<file path="config.mk">
export PLATFORM = sky130hd
export DESIGN_NAME = conv_window_3x3
export DESIGN_NICKNAME = d
export VERILOG_FILES = /design/src/rtl/conv_window_3x3.sv
export SDC_FILE = /design/constraint.sdc
export NUM_CORES = 1
export LEC_CHECK = 0
export CORE_MARGIN = 1
export CORE_UTILIZATION = 50
export DETAILED_ROUTE_END_ITERATION = 12
export PLACE_DENSITY = 0.7
export SYNTH_ARGS = -nofsm -noshare
export SYNTH_HDL_FRONTEND = slang
export SYNTH_SLANG_ARGS = --single-unit
</file>
<file path="constraint.sdc">
create_clock -name clk -period 4.35 [get_ports clk]
set_clock_uncertainty 0.05 [all_clocks]
set_input_delay 1.305 -clock clk [delete_from_list [all_inputs] [get_ports clk]]
set_output_delay 1.305 -clock clk [all_outputs]
set_load 0.02 [all_outputs]
</file>
<file path="src/rtl/conv_window_3x3.sv">
// conv_window_3x3: raster 3x3 sliding-window generator (two line buffers, shift window; `CONV_WIN_STRIDE2_EN gates win_valid to stride 2) -- in: clk rst en in_valid pix_in, out: win1..win9 win_valid frame_done
module conv_window_3x3 #(
  parameter int IMG_WIDTH  = 28,
  parameter int IMG_HEIGHT = 28,
  parameter int DATA_W     = 8
) (
  input  logic              clk,
  input  logic              rst,
  input  logic              en,
  input  logic              in_valid,
  input  logic [DATA_W-1:0] pix_in,
  output logic [DATA_W-1:0] win1,
  output logic [DATA_W-1:0] win2,
  output logic [DATA_W-1:0] win3,
  output logic [DATA_W-1:0] win4,
  output logic [DATA_W-1:0] win5,
  output logic [DATA_W-1:0] win6,
  output logic [DATA_W-1:0] win7,
  output logic [DATA_W-1:0] win8,
  output logic [DATA_W-1:0] win9,
  output logic              win_valid,
  output logic              frame_done
);
  localparam int CW = $clog2(IMG_WIDTH);
  localparam int RW = $clog2(IMG_HEIGHT);
  logic acc, col_end, row_end, emit;
  logic [CW-1:0] col_q, col_d;
  logic [RW-1:0] row_q, row_d;
  logic [DATA_W-1:0] lb0 [IMG_WIDTH];
  logic [DATA_W-1:0] lb1 [IMG_WIDTH];
  logic [DATA_W-1:0] rd0, rd1;
  logic [DATA_W-1:0] w_q [9];
  always_comb begin
    acc = en && in_valid;
    col_end = col_q == CW'(IMG_WIDTH - 1);
    row_end = row_q == RW'(IMG_HEIGHT - 1);
    col_d = !acc ? col_q : col_end ? '0 : col_q + CW'(1);
    row_d = (!acc || !col_end) ? row_q : row_end ? '0 : row_q + RW'(1);
    rd0 = lb0[col_q];
    rd1 = lb1[col_q];
`ifdef CONV_WIN_STRIDE2_EN
    emit = acc && row_q >= RW'(2) && col_q >= CW'(2) && !row_q[0] && !col_q[0];
`else
    emit = acc && row_q >= RW'(2) && col_q >= CW'(2);
`endif
  end
  always_ff @(posedge clk)
    if (acc) begin
      lb0[col_q] <= rd1;
      lb1[col_q] <= pix_in;
    end
  always_ff @(posedge clk or posedge rst)
    if (rst) begin
      col_q <= '0;
      row_q <= '0;
      win_valid <= 1'b0;
      frame_done <= 1'b0;
      w_q <= '{default: '0};
    end else begin
      col_q <= col_d;
      row_q <= row_d;
      win_valid <= emit;
      frame_done <= acc && col_end && row_end;
      if (acc) w_q <= '{w_q[1], w_q[2], rd0, w_q[4], w_q[5], rd1, w_q[7], w_q[8], pix_in};
    end
  assign win1 = w_q[0];
  assign win2 = w_q[1];
  assign win3 = w_q[2];
  assign win4 = w_q[3];
  assign win5 = w_q[4];
  assign win6 = w_q[5];
  assign win7 = w_q[6];
  assign win8 = w_q[7];
  assign win9 = w_q[8];
endmodule

</file>
==> results.md <==
- Chip height: 205 microns
- CP endpoint kind: register
- Antenna Violating Nets Remaining: 0
- Num rows: 73
- CTS tree: built
- Most used cell, CP: nand3_1
- Largest cells by area after synthesis: edfxtp_1, dfrtp_1, mux4_2, mux2i_1, nand2_1
- Port buffer count: 85
- Top delay family on crit path: simple AND/OR/NAND/NOR gates
- FF+latch count, synth: 532
- Crit path largest cell delay: 0.91 ns
- CP Launch Type: register
- Hold worst-path end: win4[4]
- Clock tree root buffer cell: clkbuf_16
- Die Footprint: 42,000 sq um
- Total GRT Usage: 24.1%
- First-pass GRT wire length: 72.5 mm
- Num CTS Buffers: 52
- Commonest non-fill, non-tap cell in the layout: edfxtp_1
- Grt total ovfl: 0
- Clk_lat worst skew: 0.60 ns
- Fmax achieved: 307 MHz
- Storage element area: 15,600 sq um
- Worst Setup Slack post-DPL: 0.983 ns
- Worst path buffer plus inverter count: 2
- Largest area contributor in the netlist: edfxtp_1
- Worst Hold Depth: 2
- Final Hold Viols: 0
- CTS clk-pin slew, worst paths: 0.06 ns
- Drt drc: 0
- Initial DRC count: 1,333
- CTS Sinks: 532
- Post-CTS Hold Fix Bufs: 0
- Regs by FF count: lb0 x224, lb1 x224
- Vias post-DR: 11,300
- First-pass DRT Iterations: 6
- WL per Instance: 25.6 microns
- Core area: 40,200 sq um
- Min Tclk post-route: 3.26 ns
- Crit path cell chain: buf_12 -> and2_1 -> a22oi_1 -> nand3_1 -> nand3_1 -> buf_4 -> mux2_4
- Final HPWL DP: 30.8 mm
- Syn nets: 1,210
- Post-synthesis area per instance: 17.3 sq um
- Slowest stage cell, crit path: dfrtp_4
- Leakage power: 0.00855 uW
- Yosys top cell area share: 65.3%
- Period utilisation layout: 74.9%
- Vias per cell: 5.92
- Unique masters post-synth: 53
- Pwr Density: 681 nW/um^2
- Largest net degree at the start of global routing: 63
- Initial core utilization: 51.3%
- Reg2reg start: col_q[0]
- RSZ-0062 raised after global routing: false
- Max FO, Critical Path: 38
- Finish-stage setup viols: 0
- Reg2reg setup slack: 1.09 ns
- CTS Buffer Depth: 3
- Setup Total Neg Slack: 0 ns
- EDFF count, synth: 448
- Least-Margin Pin Slew: 0.934 ns
- Sequential cell area fraction in the yosys report: 75.5%
- Status: finished, final reports clean
- Final Wtd Congestion: 0.893
- Post-CTS resize count: 0
- Setup CP Type: reg -> reg
- Max-slew violation count: 0
- Die Wd: 205 microns
- R2R cell count: 7
- Ys Warns: 0
- Worst Path Required: 4.78 ns
- Peak supply drop: 0.390 mV
- Area of the multi-input gates: 4710 sq um
- Max-Cap Viols: 0
- Synth Flop Type: edfxtp_1
- Num ports: 86
- Initial antenna violation count: 1
- Tot Pwr: 16,400 uW
- Vias in the first global route: 11,100
- # Post-CTS Setup Buffers: 0
- Final worst setup slack: 1.09 ns
- Post-Route WL: 48.8 mm
- Fillers: 2,928
- Final net count: 1,357
- Area delta synth->final: 16.9%
- Ys async rst share: 15.8%
- H-tree Lvls: 2
- Hold Crit Class: reg -> reg
- Mapped Cells: 1,192
- Commonest non-fill, non-tap cells in the layout: edfxtp_1, nand2_1, mux2i_1
- Hold Crit Start: win4[4]
- Headroom to the max-slew limit: 37.6%
- Arr. time, crit path: 3.69 ns
- Netlist Area Pre-Place: 20,600 sq um
- Share of cells above drive strength 1: 16.7%
- RR Endpoint: win6[3]
## cell usage after synthesis, types with 2 or more instances
cell and n:
mux2_2 7, buf_6 2, a22oi_1 22, or4_1 2, a211oi_1 7, mux2_4 5, nor2b_1 8, or4b_1 3
o21ai_0 8, inv_1 4, a22o_1 2, a31oi_1 9, o22a_1 6, buf_1 5, and2_1 6, edfxtp_1 448
nor2_1 48, nand2b_1 5, nand3b_1 2, mux4_1 5, nor3_1 6, mux2i_1 91, o221ai_1 2, a21o_1 2
clkbuf_1 25, buf_2 24, a21oi_1 10, ha_1 6, o22ai_1 26, buf_4 6, dfrtp_1 84, a211oi_2 2
nor4_1 4, or3_1 2, nand2_1 205, nand3_1 16, mux4_2 61
## through the flow
| stage | utilization [%] | hold WS (ns) | area, sq um | instances |
|---|---|---|---|---|
| 4_1_cts | 59.9 | 0.426 | 24100 | 1906 |
| 5_1_grt | 59.9 | 0.448 | 24100 | 1906 |
| 3_3_place_gp | 55.8 | 0.408 | 22400 | 1810 |
| 2_1_floorplan | - | 0.454 | 20600 | 1192 |
| 3_5_place_dp | 55.8 | 0.411 | 22400 | 1810 |
| 6_report | 60.0 | 0.422 | 24100 | 1907 |
## worst reg2reg max path: stages (launching register included)
cell	delay (ns)
dfrtp_4	0.91
buf_12	0.32
and2_1	0.38
a22oi_1	0.19
nand3_1	0.22
nand3_1	0.40
buf_4	0.39
mux2_4	0.29
## per-layer routing
metal | track usage (%) | wire, microns
met5 | 0 | 0
met4 | 6.51 | 1100
met3 | 4.77 | 4250
met2 | 38.4 | 23500
met1 | 33.9 | 20000
## power by group
group | switching, uW | internal (uW) | total (uW) | leakage (uW)
Sequential | 465 | 6660 | 7130 | 0.00509
Clock | 1840 | 2620 | 4460 | 0.000830
Combinational | 2930 | 1890 | 4820 | 0.00263
Total | 5230 | 11200 | 16400 | 0.00855
## final cells by class
| cell class | instances | area share, % |
|---|---|---|
| Antenna cell | 1 | 0.0104 |
| Sequential cell | 532 | 64.6 |
| Inverter | 5 | 0.0831 |
| Clock buffer | 66 | 5.79 |
| Multi-Input combinational cell | 591 | 19.6 |
| Timing Repair Buffer | 157 | 6.03 |
| Clock inverter | 30 | 1.21 |
| Tap cell | 525 | 2.73 |
## cells by family (layout without fill, tap and decap cells)
logic type               count (synthesis)  after routing  synth area share, %
adder cells (fa/ha/maj)                  6              6                0.364
AO/OA/AOI/OAI                          100            100                 3.35
XOR/XNOR                                 2              2               0.0850
other                                    0              1                    0
flip-flops                             532            532                 75.5
multiplexers                           170            170                 12.5
buffers and inverters                   69            258                 1.72
AND/OR/NAND/NOR                        313            313                 6.46
## worst max path at each step
| stage | start | end | slack, ns | cells past startpoint |
|---|---|---|---|---|
| 3_3_place_gp | in_valid | win6[1] | 1.01 | 4 |
| 6_report | col_q[0] | win6[3] | 1.09 | 7 |
| 3_5_place_dp | en | lb1[27][3] | 0.98 | 6 |
| 2_1_floorplan | rst | col_q[0] | 0.83 | 1 |
| 5_1_grt | col_q[0] | win6[3] | 0.94 | 6 |
| 4_1_cts | col_q[0] | win6[3] | 1.06 | 7 |
Power figures use the tool's default switching activity.
